[config.mk]
export PLATFORM = sky130hd
export DESIGN_NAME = instruct_fetch_queue_flat
export DESIGN_NICKNAME = d
export VERILOG_FILES = /design/src/rtl/instruct_fetch_queue_if.sv /design/src/rtl/instruct_fetch_queue.sv /design/src/flat_wrapper.sv
export SDC_FILE = /design/constraint.sdc
export NUM_CORES = 1
export LEC_CHECK = 0
export ABC_CLOCK_PERIOD_IN_PS = 12000
export CORE_MARGIN = 5
export CORE_UTILIZATION = 55
export CTS_CLUSTER_DIAMETER = 30
export DETAILED_ROUTE_END_ITERATION = 12
export GPL_ROUTABILITY_DRIVEN = 0
export PLACE_DENSITY = 0.78
export SLEW_MARGIN = 20
export SYNTH_ARGS = -nofsm -noshare
export SYNTH_HDL_FRONTEND = slang
export SYNTH_SLANG_ARGS = --single-unit
[constraint.sdc]
create_clock -name clk -period 12 [get_ports clk]
set_clock_uncertainty 0.1 [all_clocks]
set_input_delay 2.4 -clock clk [delete_from_list [all_inputs] [get_ports clk]]
set_output_delay 2.4 -clock clk [all_outputs]
set_load 0.01 [all_outputs]
[src/rtl/instruct_fetch_queue_if.sv]
// Fetch-to-decode handshake bundle for the instruction fetch queue.
// master = fetch/decode side, slave = the queue itself.
interface instruct_fetch_queue_if #(
    parameter int unsigned MAX_LENGTH = 32,
    parameter int unsigned DEPTH      = 4
);
    localparam int unsigned CNT_W = $clog2(DEPTH) + 1;

    logic                  in_valid;
    logic [MAX_LENGTH-1:0] in_pc;
    logic [MAX_LENGTH-1:0] in_instruction;
    logic                  full;
    logic                  out_ready;
    logic                  out_valid;
    logic [MAX_LENGTH-1:0] out_pc;
    logic [MAX_LENGTH-1:0] out_instruction;
    logic [CNT_W-1:0]      count;

    modport master (
        output in_valid, in_pc, in_instruction, out_ready,
        input  full, out_valid, out_pc, out_instruction, count
    );

    modport slave (
        input  in_valid, in_pc, in_instruction, out_ready,
        output full, out_valid, out_pc, out_instruction, count
    );
endinterface

[src/rtl/instruct_fetch_queue.sv]
// First-word-fall-through {pc, instruction} queue between fetch and decode.
// Back-pressures fetch via full; a taken branch (flush) empties it in one cycle.
module instruct_fetch_queue #(
    parameter int unsigned MAX_LENGTH = 32,
    parameter int unsigned DEPTH      = 4
) (
    input  logic                   clk,
    input  logic                   reset,
    input  logic                   flush,
    instruct_fetch_queue_if.slave  q
);
    localparam int unsigned PTR_W = $clog2(DEPTH);
    localparam int unsigned CNT_W = PTR_W + 1;
    localparam logic [CNT_W-1:0] FULL_CNT = CNT_W'(DEPTH);

    logic [MAX_LENGTH-1:0] mem_pc    [DEPTH];
    logic [MAX_LENGTH-1:0] mem_instr [DEPTH];
    logic [PTR_W-1:0]      wr_ptr;
    logic [PTR_W-1:0]      rd_ptr;
    logic [CNT_W-1:0]      cnt;
    logic [CNT_W-1:0]      cnt_nxt;
    logic                  full_q;
    logic                  head_valid;
    logic                  push;
    logic                  pop;

    // Handshake qualification; flush overrides both directions
    always_comb begin
        head_valid = (cnt != '0);
        push       = q.in_valid & ~full_q & ~flush;
        pop        = head_valid & q.out_ready & ~flush;
        cnt_nxt    = cnt;
        if (flush) begin
            cnt_nxt = '0;
        end else if (push && !pop) begin
            cnt_nxt = cnt + CNT_W'(1);
        end else if (pop && !push) begin
            cnt_nxt = cnt - CNT_W'(1);
        end
    end

    always_ff @(posedge clk or posedge reset) begin
        if (reset) begin
            wr_ptr <= '0;
            rd_ptr <= '0;
            cnt    <= '0;
            full_q <= 1'b0;
            for (int i = 0; i < int'(DEPTH); i++) begin
                mem_pc[i]    <= '0;
                mem_instr[i] <= '0;
            end
        end else begin
            cnt    <= cnt_nxt;
            full_q <= (cnt_nxt == FULL_CNT);
            if (flush) begin
                wr_ptr <= '0;
                rd_ptr <= '0;
            end else begin
                if (push) begin
                    mem_pc[wr_ptr]    <= q.in_pc;
                    mem_instr[wr_ptr] <= q.in_instruction;
                    wr_ptr            <= wr_ptr + PTR_W'(1);
                end
                if (pop) begin
                    rd_ptr <= rd_ptr + PTR_W'(1);
                end
            end
        end
    end

    // Empty queue presents a NOP at pc 0 to decode
    assign q.out_valid       = head_valid;
    assign q.out_pc          = head_valid ? mem_pc[rd_ptr]    : '0;
    assign q.out_instruction = head_valid ? mem_instr[rd_ptr] : '0;
    assign q.full            = full_q;
    assign q.count           = cnt;
endmodule

[src/flat_wrapper.sv]
// flat-port wrapper written by rule: the top's interface ports become plain ports
module instruct_fetch_queue_flat 
#(
    parameter int unsigned MAX_LENGTH = 32,
    parameter int unsigned DEPTH      = 4
)
  (clk, reset, flush, q_in_valid, q_in_pc, q_in_instruction, q_out_ready, q_full, q_out_valid, q_out_pc, q_out_instruction, q_count);
  instruct_fetch_queue_if #(.MAX_LENGTH(MAX_LENGTH), .DEPTH(DEPTH)) q_i ();
  input  logic clk;
  input  logic reset;
  input  logic flush;
  input wire logic [$bits(q_i.in_valid)-1:0] q_in_valid;
  input wire logic [$bits(q_i.in_pc)-1:0] q_in_pc;
  input wire logic [$bits(q_i.in_instruction)-1:0] q_in_instruction;
  input wire logic [$bits(q_i.out_ready)-1:0] q_out_ready;
  output wire logic [$bits(q_i.full)-1:0] q_full;
  output wire logic [$bits(q_i.out_valid)-1:0] q_out_valid;
  output wire logic [$bits(q_i.out_pc)-1:0] q_out_pc;
  output wire logic [$bits(q_i.out_instruction)-1:0] q_out_instruction;
  output wire logic [$bits(q_i.count)-1:0] q_count;
  assign q_i.in_valid = q_in_valid;
  assign q_i.in_pc = q_in_pc;
  assign q_i.in_instruction = q_in_instruction;
  assign q_i.out_ready = q_out_ready;
  assign q_full = q_i.full;
  assign q_out_valid = q_i.out_valid;
  assign q_out_pc = q_i.out_pc;
  assign q_out_instruction = q_i.out_instruction;
  assign q_count = q_i.count;
  instruct_fetch_queue #(.MAX_LENGTH(MAX_LENGTH), .DEPTH(DEPTH)) u_core (.clk(clk), .reset(reset), .flush(flush), .q(q_i));
endmodule
==> results of run 1 <==
-- synth_stat cells, drive strengths merged (3+ instances only) --
cell type,n
mux4,64
clkbuf,8
ha,7
xnor2,4
nor2,6
mux2,256
buf,43
o21ai,3
inv,7
and2,68
nand2,4
dfrtp,264
-- where the power goes --
part | internal (mW) | switching [mW]
sequential | 1.29 | 0.236
clock | 1.10 | 0.465
combinational | 0.896 | 0.580
-- routing by layer --
metal | vias to the layer above | wire length [microns] | global-route usage (%)
met4 | 2 | 490 | 6.336
met5 | - | 10 | 0
met1 | 3718 | 10970 | 28.61
met2 | 149 | 13740 | 38.63
met3 | 52 | 1312 | 4.295
li1 | 3026 | - | -
-- final timing paths --
path                                                   from                          endpoint  slack (ns)  cells past startpoint
max                            u_core.rd_ptr[0]$_DFFE_PP0P_                      q_out_pc[24]        6.04                      4
max in group asynchronous                             reset      u_core.rd_ptr[0]$_DFFE_PP0P_        7.84                      3
min in group asynchronous                             reset     u_core.mem_pc[28]$_DFFE_PP0P_        2.40                      2
max reg2reg                     u_core.q.count[0]$_DFF_PP0_           u_core.q.full$_DFF_PP0_        9.49                      8
min                        u_core.mem_instr[54]$_DFFE_PP0P_  u_core.mem_instr[54]$_DFFE_PP0P_        0.38                      1
min reg2reg                u_core.mem_instr[54]$_DFFE_PP0P_  u_core.mem_instr[54]$_DFFE_PP0P_        0.38                      1
-- metrics by stage --
| step | hold WS, ns | cell area, sq um | power [mW] |
|---|---|---|---|
| floorplan | 0.3524 | 12110 | 2.394 |
| global placement | 0.3615 | 13430 | 2.929 |
| detailed placement | 0.3691 | 13430 | 3.028 |
| CTS | 0.3789 | 15370 | 4.624 |
| global route | 0.3882 | 15370 | 4.817 |
| finish | 0.3758 | 15370 | 4.565 |
-- area by class of cell --
type | instances | area (sq um)
flip-flops and latches | 264 | 6611
fillers | 1407 | 6382
multi-input cells | 424 | 5031
clock buffers | 66 | 1468
repair buffers | 141 | 1401
clock inverters | 32 | 475.5
well taps | 280 | 350.3
inverters | 7 | 36.28
-- cell families (layout without fill, tap and decap cells) --
logic type / after synthesis / after routing / synth area share (%)
AO/OA/AOI/OAI: 7 / 7 / 0.4133
XOR/XNOR: 6 / 6 / 0.4340
adder cells (fa/ha/maj): 7 / 7 / 0.7233
buffers and inverters: 58 / 246 / 3.968
flip-flops: 264 / 264 / 54.56
multiplexers: 320 / 320 / 35.71
AND/OR/NAND/NOR: 84 / 84 / 4.185
-- sequential cells by signal (all words and copies together), names as in the netlist --
signal            flops
u_core.mem_instr    128
u_core.mem_pc       128
u_core.q.count        3
u_core.q.full         1
u_core.rd_ptr         2
u_core.wr_ptr         2
==> impl_metrics.yaml, run 1 <==
synthesis:
  synth_edf_count: 0
  synthCells: 746
  ys_top_cells_by_area: "dfrtp_1 55%, mux2_1 22%, mux4_2 12%, and2_1 3.5%, buf_6 3.1%"
  synthDistinctLibCells: 27
  syn-cell-area_sq_um: 12110
  synth_nets: 822
  synth_flop_cell: "dfrtp_1"
  avgSynthCellArea_sq_um: 16.23
  synth_seq_area_share_pct: 54.56
  yosysTopAreaCellShare_pct: 54.56
  yosysTopAreaCell: "dfrtp_1"
  ys.warnings.count: 0
  async_flop_share_pct: 100.0
  ys_ff_latch: 264
layout:
  nets: 968
  final_core_util_pct: 70.66
  final_cells: 1214
  layout_commonest_cell: "dfrtp_1"
  syn_to_final_growth_pct: 26.97
  insertedDiodeCount: 0
  mostFrequentLayoutCells: "262 x dfrtp_1, 240 x mux2_1, 137 x clkdlybuf4s50_1"
  final_layout_size_suffix_gt1_share_pct: 20.02
sta:
  worst_pin_slew_ns: 1.122
  setup_viol: 0
  finalHoldViolCount: 0
  fin_crit_ns: 5.957
  max-slew-margin-rel_pct: 25.19
  rsz0062_at_grt: "false"
  timing.setup.tns_ns: 0
  timing.fmax_mhz: 167.9
  timing.final.crit_share_pct: 49.64
  drv_slew: 0
  setup_slack_ns: 6.043
floorplanning:
  die_area_sq_um: 25080
  ios: 138
  die_h_microns: 158.4
  core-area_sq_um: 21760
  die_w_microns: 158.4
  std_cell_rows: 54
  start_util_pct: 55.65
detailed_routing:
  viasPerCell: 5.722
  drc: 0
  postRouteAntennaNets: 0
  vias: 6947
  wl_mm: 26.52
  first_iter_violations: 273
  firstDrtPassIters: 4
  wl_per_cell_microns: 21.84
min_path:
  min_path_type: "flip-flop to flip-flop"
clock_network:
  clk_latency_ns: 0.53
  numCtsBuffers: 54
  cts_tree: "done"
  root_buffer: "clkbuf_16"
  cts_sinks: 264
  cts_resized: 0
  hold_buffers: 0
  cts.clk_slew.worst_paths_ns: 0.05
  cts-root-to-sink-buffers: 3
  htreeDepth: 2
  cts_setup_buffers: 0
grt:
  grt_pass1_vias: 8269
  grt_max_degree: 140
  track_usage_pct: 22.19
  overflow: 0
  antenna_found_initial: 1
  grt_pass1_wl_mm: 43.88
flow_run:
  cap_violations: 0
setup_path:
  timing.critical_path.buf_inv: 2
  max_stage_delay_ns: 0.86
  critical_path_required_ns: 9.50
  worstSetupPathType: "flip-flop to primary output"
  critPathMaxFanout: 35
  endpoint_kind: "primary output"
  path_cells: "buf_4, mux4_2, and2_1, clkdlybuf4s50_1"
  arrival_ns: 3.46
  startpoint_type: "flip-flop"
  critical_path.top_delay_family: "buffers and inverters"
  slowest_stage: "dfrtp_4"
placement:
  place_worst_setup_slack_ns: 6.499
  numPortBuffers: 137
  hpwl_mm: 15.54
  dpl.cell_count: 1116
power:
  vdd_ir_drop_max_mv: 0.2472
  p_leak_nw: 6.660
  power_per_cell_area_nw_per_um2: 297.0
status:
  outcome: "finished clean"
No activity file was read; power rests on OpenSTA's default activity.
==> run 2, diff against run 1 <==
--- a/config.mk
+++ b/config.mk
@@ -5,7 +5,7 @@
 export SDC_FILE = /design/constraint.sdc
 export NUM_CORES = 1
 export LEC_CHECK = 0
-export ABC_CLOCK_PERIOD_IN_PS = 12000
+export ABC_CLOCK_PERIOD_IN_PS = 5700
 export CORE_MARGIN = 5
 export CORE_UTILIZATION = 55
 export CTS_CLUSTER_DIAMETER = 30
==> constraint.sdc (replaced) <==
create_clock -name clk -period 5.7 [get_ports clk]
set_clock_uncertainty 0.1 [all_clocks]
set_input_delay 1.14 -clock clk [delete_from_list [all_inputs] [get_ports clk]]
set_output_delay 1.14 -clock clk [all_outputs]
set_load 0.01 [all_outputs]
==> run 2 against run 1 <==
  * Die area unchanged
  * Design area increased by 0.11%
  * Clock power increased by 110%
  * Clock-buffer cell count increased by 2
  * Highest routed layer is now met4
  * Worst hold slack improved by 0.0037 ns
  * Largest power group unchanged
  * Core utilization increased by 0.081 points
==> impl_metrics.yaml, run 2 (same netlist as run 1, synthesis figures left out) <==
grt:
  grt_pass1_vias: 8157
  antenna_found_initial: 1
  overflow: 0
  track_usage_pct: 21.87
  grt_max_degree: 144
  grt_pass1_wl_mm: 43.08
floorplanning:
  die_w_microns: 158.4
  start_util_pct: 55.65
  ios: 138
  std_cell_rows: 54
  core-area_sq_um: 21760
  die_h_microns: 158.4
  die_area_sq_um: 25080
power:
  netSwitchingPower_mw: 2.686
  power_per_cell_area_nw_per_um2: 622.1
  pwr-share-clk_pct: 33.9
  p_sw_share_pct: 28.06
  p_int_mw: 6.889
  comb_power_share_pct: 32.4
  vdd_ir_drop_max_mv: 0.4332
  p_leak_nw: 6.681
  power_frac_seq_pct: 33.7
sta:
  fin_crit_ns: 4.392
  worst_pin_slew_ns: 1.080
  setup_slack_ns: 1.308
  rsz0062_at_grt: "false"
  timing.final.crit_share_pct: 77.06
  timing.setup.tns_ns: 0
  drv_slew: 0
  setup_viol: 0
  max-slew-margin-rel_pct: 28.02
  finalHoldViolCount: 0
  timing.fmax_mhz: 227.7
status:
  outcome: "finished clean"
layout:
  syn_to_final_growth_pct: 27.12
  layout_commonest_cell: "dfrtp_1"
  nets: 969
  final_core_util_pct: 70.74
  final_layout_size_suffix_gt1_share_pct: 20.02
  mostFrequentLayoutCells: "262 x dfrtp_1, 240 x mux2_1, 137 x clkdlybuf4s50_1"
setup_path:
  endpoint_kind: "primary output"
  critical_path_required_ns: 4.46
  startpoint_type: "flip-flop"
  path_cells: "inv_1, ha_1, nor2b_2, clkinv_2, and2_1, clkdlybuf4s50_1"
  critPathMaxFanout: 67
  slowest_stage: "clkinv_2"
  reg2reg_to: "u_core.q.full$_DFF_PP0_"
  max_stage_delay_ns: 0.75
  r2r_start: "u_core.q.count[1]$_DFF_PP0_"
  timing.critical_path.buf_inv: 3
  critical_path.top_delay_family: "buffers and inverters"
  arrival_ns: 3.15
  startpoint: "u_core.q.count[1]$_DFF_PP0_"
  worstSetupPathType: "flip-flop to primary output"
  r2r_setup_slack_ns: 2.67
  worst_r2r_path_depth: 8
detailed_routing:
  wl_mm: 26.25
  first_iter_violations: 377
  vias: 6885
  postRouteAntennaNets: 0
  viasPerCell: 5.667
  wl_per_cell_microns: 21.60
  drc: 0
  firstDrtPassIters: 4
clock_network:
  cts_tree: "done"
  hold_buffers: 0
  numCtsBuffers: 54
  root_buffer: "clkbuf_16"
  cts_resized: 0
  cts.clk_slew.worst_paths_ns: 0.04
  clk_latency_ns: 0.53
  cts_setup_buffers: 0
  cts-root-to-sink-buffers: 3
  htreeDepth: 2
  cts_sinks: 264
flow_run:
  cap_violations: 0
placement:
  place_worst_setup_slack_ns: 1.845
  hpwl_mm: 15.31
  numPortBuffers: 137
min_path:
  min_from: "u_core.mem_pc[45]$_DFFE_PP0P_"
  hold-path-endpoint: "u_core.mem_pc[45]$_DFFE_PP0P_"
  min_path_type: "flip-flop to flip-flop"
  hold_depth: 1
run 2: cell count changes in the layout (fill, tap and decap cells not counted), moves of 2 or more:
| cell | previous run | this run |
|---|---|---|
| buf_12 | 0 | 3 |
| buf_4 | 4 | 2 |
| clkbuf_8 | 5 | 8 |
| clkinv_2 | 7 | 10 |
| clkinvlp_4 | 10 | 6 |
run 2: worst reg2reg max path: cells and delay by family, from the launching register on:
kind / cells / cell delay, ns
adder cells (fa/ha/maj): 1 / 0.13
AO/OA/AOI/OAI: 2 / 0.58
flip-flops: 1 / 0.43
AND/OR/NAND/NOR: 3 / 0.80
buffers and inverters: 2 / 0.85
run 2: power by group through the flow:
stage	clock network (mW)	registers (mW)	logic [mW]
2_1_floorplan	0	2.99	2.05
5_1_grt	3.40	3.33	3.37
3_3_place_gp	0	3.15	3.02
6_report	3.25	3.23	3.10
4_1_cts	3.30	3.23	3.16
3_5_place_dp	0	3.24	3.13
run 2: cell type report:
type | count | area, sq um
clock buffers | 68 | 1484
diodes | 1 | 2.502
repair buffers | 142 | 1446
inverters | 7 | 31.28
well taps | 280 | 350.3
fillers | 1396 | 6365
flip-flops and latches | 264 | 6611
multi-input cells | 424 | 5031
clock inverters | 29 | 434.2
run 2: how the worst max path moves through the flow:
stage	endpoint	depth (start not counted)
2_1_floorplan	u_core.mem_instr[0]$_DFFE_PP0P_	1
3_3_place_gp	q_out_pc[14]	4
3_5_place_dp	q_out_pc[7]	4
4_1_cts	q_out_pc[7]	4
5_1_grt	q_out_instruction[28]	6
6_report	q_out_instruction[28]	6
run 2: routing by layer:
metal | share of wire [%] | wire length (microns) | global-route usage [%] | vias to the layer above
met2 | 51 | 13490 | 38.04 | 161
met3 | 5.1 | 1351 | 4.675 | 47
met5 | 0 | 0 | 0 | -
li1 | - | - | - | 3027
met4 | 1.8 | 482 | 6.661 | 0
met1 | 42 | 10920 | 27.73 | 3650
run 2: per-stage QoR:
stage / total power [mW] / std cells / area, sq um / hold slack, ns
4_1_cts: 9.691 / 1214 / 15390 / 0.3815
3_5_place_dp: 6.370 / 1117 / 13470 / 0.3708
5_1_grt: 10.10 / 1215 / 15390 / 0.3895
3_3_place_gp: 6.171 / 1117 / 13470 / 0.3613
6_report: 9.575 / 1215 / 15390 / 0.3795
2_1_floorplan: 5.041 / 746 / 12110 / 0.3524
==> run 3, diff against run 2 <==
--- a/config.mk
+++ b/config.mk
@@ -5,7 +5,7 @@
 export SDC_FILE = /design/constraint.sdc
 export NUM_CORES = 1
 export LEC_CHECK = 0
-export ABC_CLOCK_PERIOD_IN_PS = 5700
+export ABC_CLOCK_PERIOD_IN_PS = 4300
 export CORE_MARGIN = 5
 export CORE_UTILIZATION = 55
 export CTS_CLUSTER_DIAMETER = 30
==> constraint.sdc (replaced) <==
create_clock -name clk -period 4.3 [get_ports clk]
set_clock_uncertainty 0.1 [all_clocks]
set_input_delay 0.86 -clock clk [delete_from_list [all_inputs] [get_ports clk]]
set_output_delay 0.86 -clock clk [all_outputs]
set_load 0.01 [all_outputs]
==> run 3 against run 2 <==
  * Total power increased by 33%
  * Register-to-register slack got worse by 1.1 ns
  * Sequential share of layout area decreased by 0.64 points
  * Design area increased by 1.5%
  * Clock-buffer cell count increased by 8
  * Worst hold slack got worse by 0.0026 ns
  * Final cell count increased by 1.8%
  * Combinational power increased by 36%
  * Global-route usage increased by 0.28 points
  * Clock power increased by 31%
  * Non-clock buffer count increased by 19
  * Critical path type unchanged
  * Largest power group unchanged
==> impl_metrics.yaml, run 3 (same netlist as run 1, synthesis figures left out) <==
floorplanning:
  ios: 138
  start_util_pct: 55.65
  core-area_sq_um: 21760
  die_h_microns: 158.4
  std_cell_rows: 54
  die_w_microns: 158.4
  die_area_sq_um: 25080
min_path:
  min_from: "u_core.mem_instr[36]$_DFFE_PP0P_"
  min_path_type: "flip-flop to flip-flop"
sta:
  timing.final.crit_share_pct: 92.88
  rsz0062_at_grt: "false"
  max-slew-margin-rel_pct: 50.63
  worst_pin_slew_ns: 0.7405
  setup_viol: 0
  timing.fmax_mhz: 250.4
  fin_crit_ns: 3.994
  drv_slew: 0
  whs_ns: 0.3770
  finalHoldViolCount: 0
grt:
  grt_max_degree: 62
  grt_pass1_vias: 8296
  track_usage_pct: 22.15
  antenna_found_initial: 1
  grt_pass1_wl_mm: 43.79
  overflow: 0
layout:
  layout_commonest_cell: "dfrtp_1"
  nets: 988
  mostFrequentLayoutCells: "262 x dfrtp_1, 240 x mux2_1, 137 x clkdlybuf4s50_1"
  final_cells: 1237
  insertedDiodeCount: 0
  syn_to_final_growth_pct: 29.05
  final_layout_size_suffix_gt1_share_pct: 21.53
clock_network:
  htreeDepth: 2
  clk_latency_ns: 0.54
  cts_resized: 0
  cts-root-to-sink-buffers: 3
  numCtsBuffers: 54
  cts_tree: "done"
  cts_sinks: 264
  cts_setup_buffers: 0
  root_buffer: "clkbuf_16"
  hold_buffers: 0
  cts.clk_slew.worst_paths_ns: 0.05
placement:
  hpwl_mm: 16.72
  dpl.cell_count: 1135
  numPortBuffers: 137
setup_path:
  cp-endpoint: "q_out_pc[25]"
  r2r_setup_slack_ns: 1.55
  reg2reg_to: "u_core.q.full$_DFF_PP0_"
  timing.critical_path.buf_inv: 4
  path_cells: "inv_1, ha_1, nor2b_2, inv_2, buf_4, and2_1, clkdlybuf4s50_1"
  startpoint_type: "flip-flop"
  slowest_stage: "clkdlybuf4s50_1"
  max_stage_delay_ns: 0.55
  startpoint: "u_core.q.count[0]$_DFF_PP0_"
  worst_r2r_path_depth: 9
  arrival_ns: 3.03
  worstSetupPathType: "flip-flop to primary output"
  r2r_start: "u_core.q.count[0]$_DFF_PP0_"
  critical_path.top_delay_family: "buffers and inverters"
  worst-path-stages: 7
  critPathMaxFanout: 32
  endpoint_kind: "primary output"
  critical_path_required_ns: 3.34
flow_run:
  cap_violations: 0
power:
  vdd_ir_drop_max_mv: 0.5168
  power_per_cell_area_nw_per_um2: 815.1
  p_leak_nw: 6.790
detailed_routing:
  viasPerCell: 5.657
  vias: 6998
  first_iter_violations: 302
  firstDrtPassIters: 4
  drc: 0
  wl_per_cell_microns: 21.51
  wl_mm: 26.60
  postRouteAntennaNets: 0
status:
  outcome: "finished clean"
## run 3: changes by cell type in the layout (fill, tap and decap cells not counted), sizes merged
| cell | previous run | this run |
|---|---|---|
| clkbuf | 68 | 76 |
| buf | 5 | 24 |
| inv | 7 | 10 |
| bufinv | 10 | 7 |
| clkinvlp | 6 | 8 |
| clkinv | 13 | 7 |
| diode | 1 | 0 |
## run 3: power breakdown
group,switching (mW),total [mW],internal [mW]
Sequential,0.652,4.25,3.60
Combinational,1.64,4.22,2.58
Clock,1.31,4.26,2.95
## run 3: final cells by class
type | count | area, sq um
inverter | 7 | 30.03
sequential | 264 | 6611
clock inverter | 25 | 347.8
timing repair buffer | 161 | 1689
fill | 1343 | 6131
tap | 280 | 350.3
clock buffer | 76 | 1565
multi-input combinational | 424 | 5031
## run 3: layer usage
layer	vias to the layer above	GRT usage, %	routed length, microns	part of all wire, %
li1	3075	-	-	-
met1	3714	28.77	11140	42
met2	161	38.22	13820	52
met3	46	4.648	1188	4.5
met4	2	6.011	436	1.6
met5	-	0	19	0.071
## run 3: worst min path at each step
stage | depth (start not counted) | slack, ns | to
floorplan | 1 | 0.35 | u_core.mem_instr[32]$_DFFE_PP0P_
global placement | 1 | 0.36 | u_core.mem_pc[15]$_DFFE_PP0P_
detailed placement | 1 | 0.37 | u_core.mem_pc[19]$_DFFE_PP0P_
CTS | 1 | 0.38 | u_core.mem_instr[36]$_DFFE_PP0P_
global route | 1 | 0.40 | u_core.mem_pc[52]$_DFFE_PP0P_
finish | 1 | 0.38 | u_core.mem_instr[36]$_DFFE_PP0P_
## run 3: through the flow
| stage | util [%] | area [sq um] | TNS (ns) | worst slack, ns | power, mW |
|---|---|---|---|---|---|
| after floorplan | - | 12110 | -37.89 | -0.1435 | 6.682 |
| after global placement | 62.93 | 13690 | 0 | 0.9331 | 8.250 |
| after detailed placement | 62.93 | 13690 | 0 | 0.8230 | 8.538 |
| after CTS | 71.73 | 15610 | 0 | 0.2524 | 12.89 |
| after global routing | 71.82 | 15630 | 0 | 0.1488 | 13.42 |
| final | 71.82 | 15630 | 0 | 0.3060 | 12.74 |
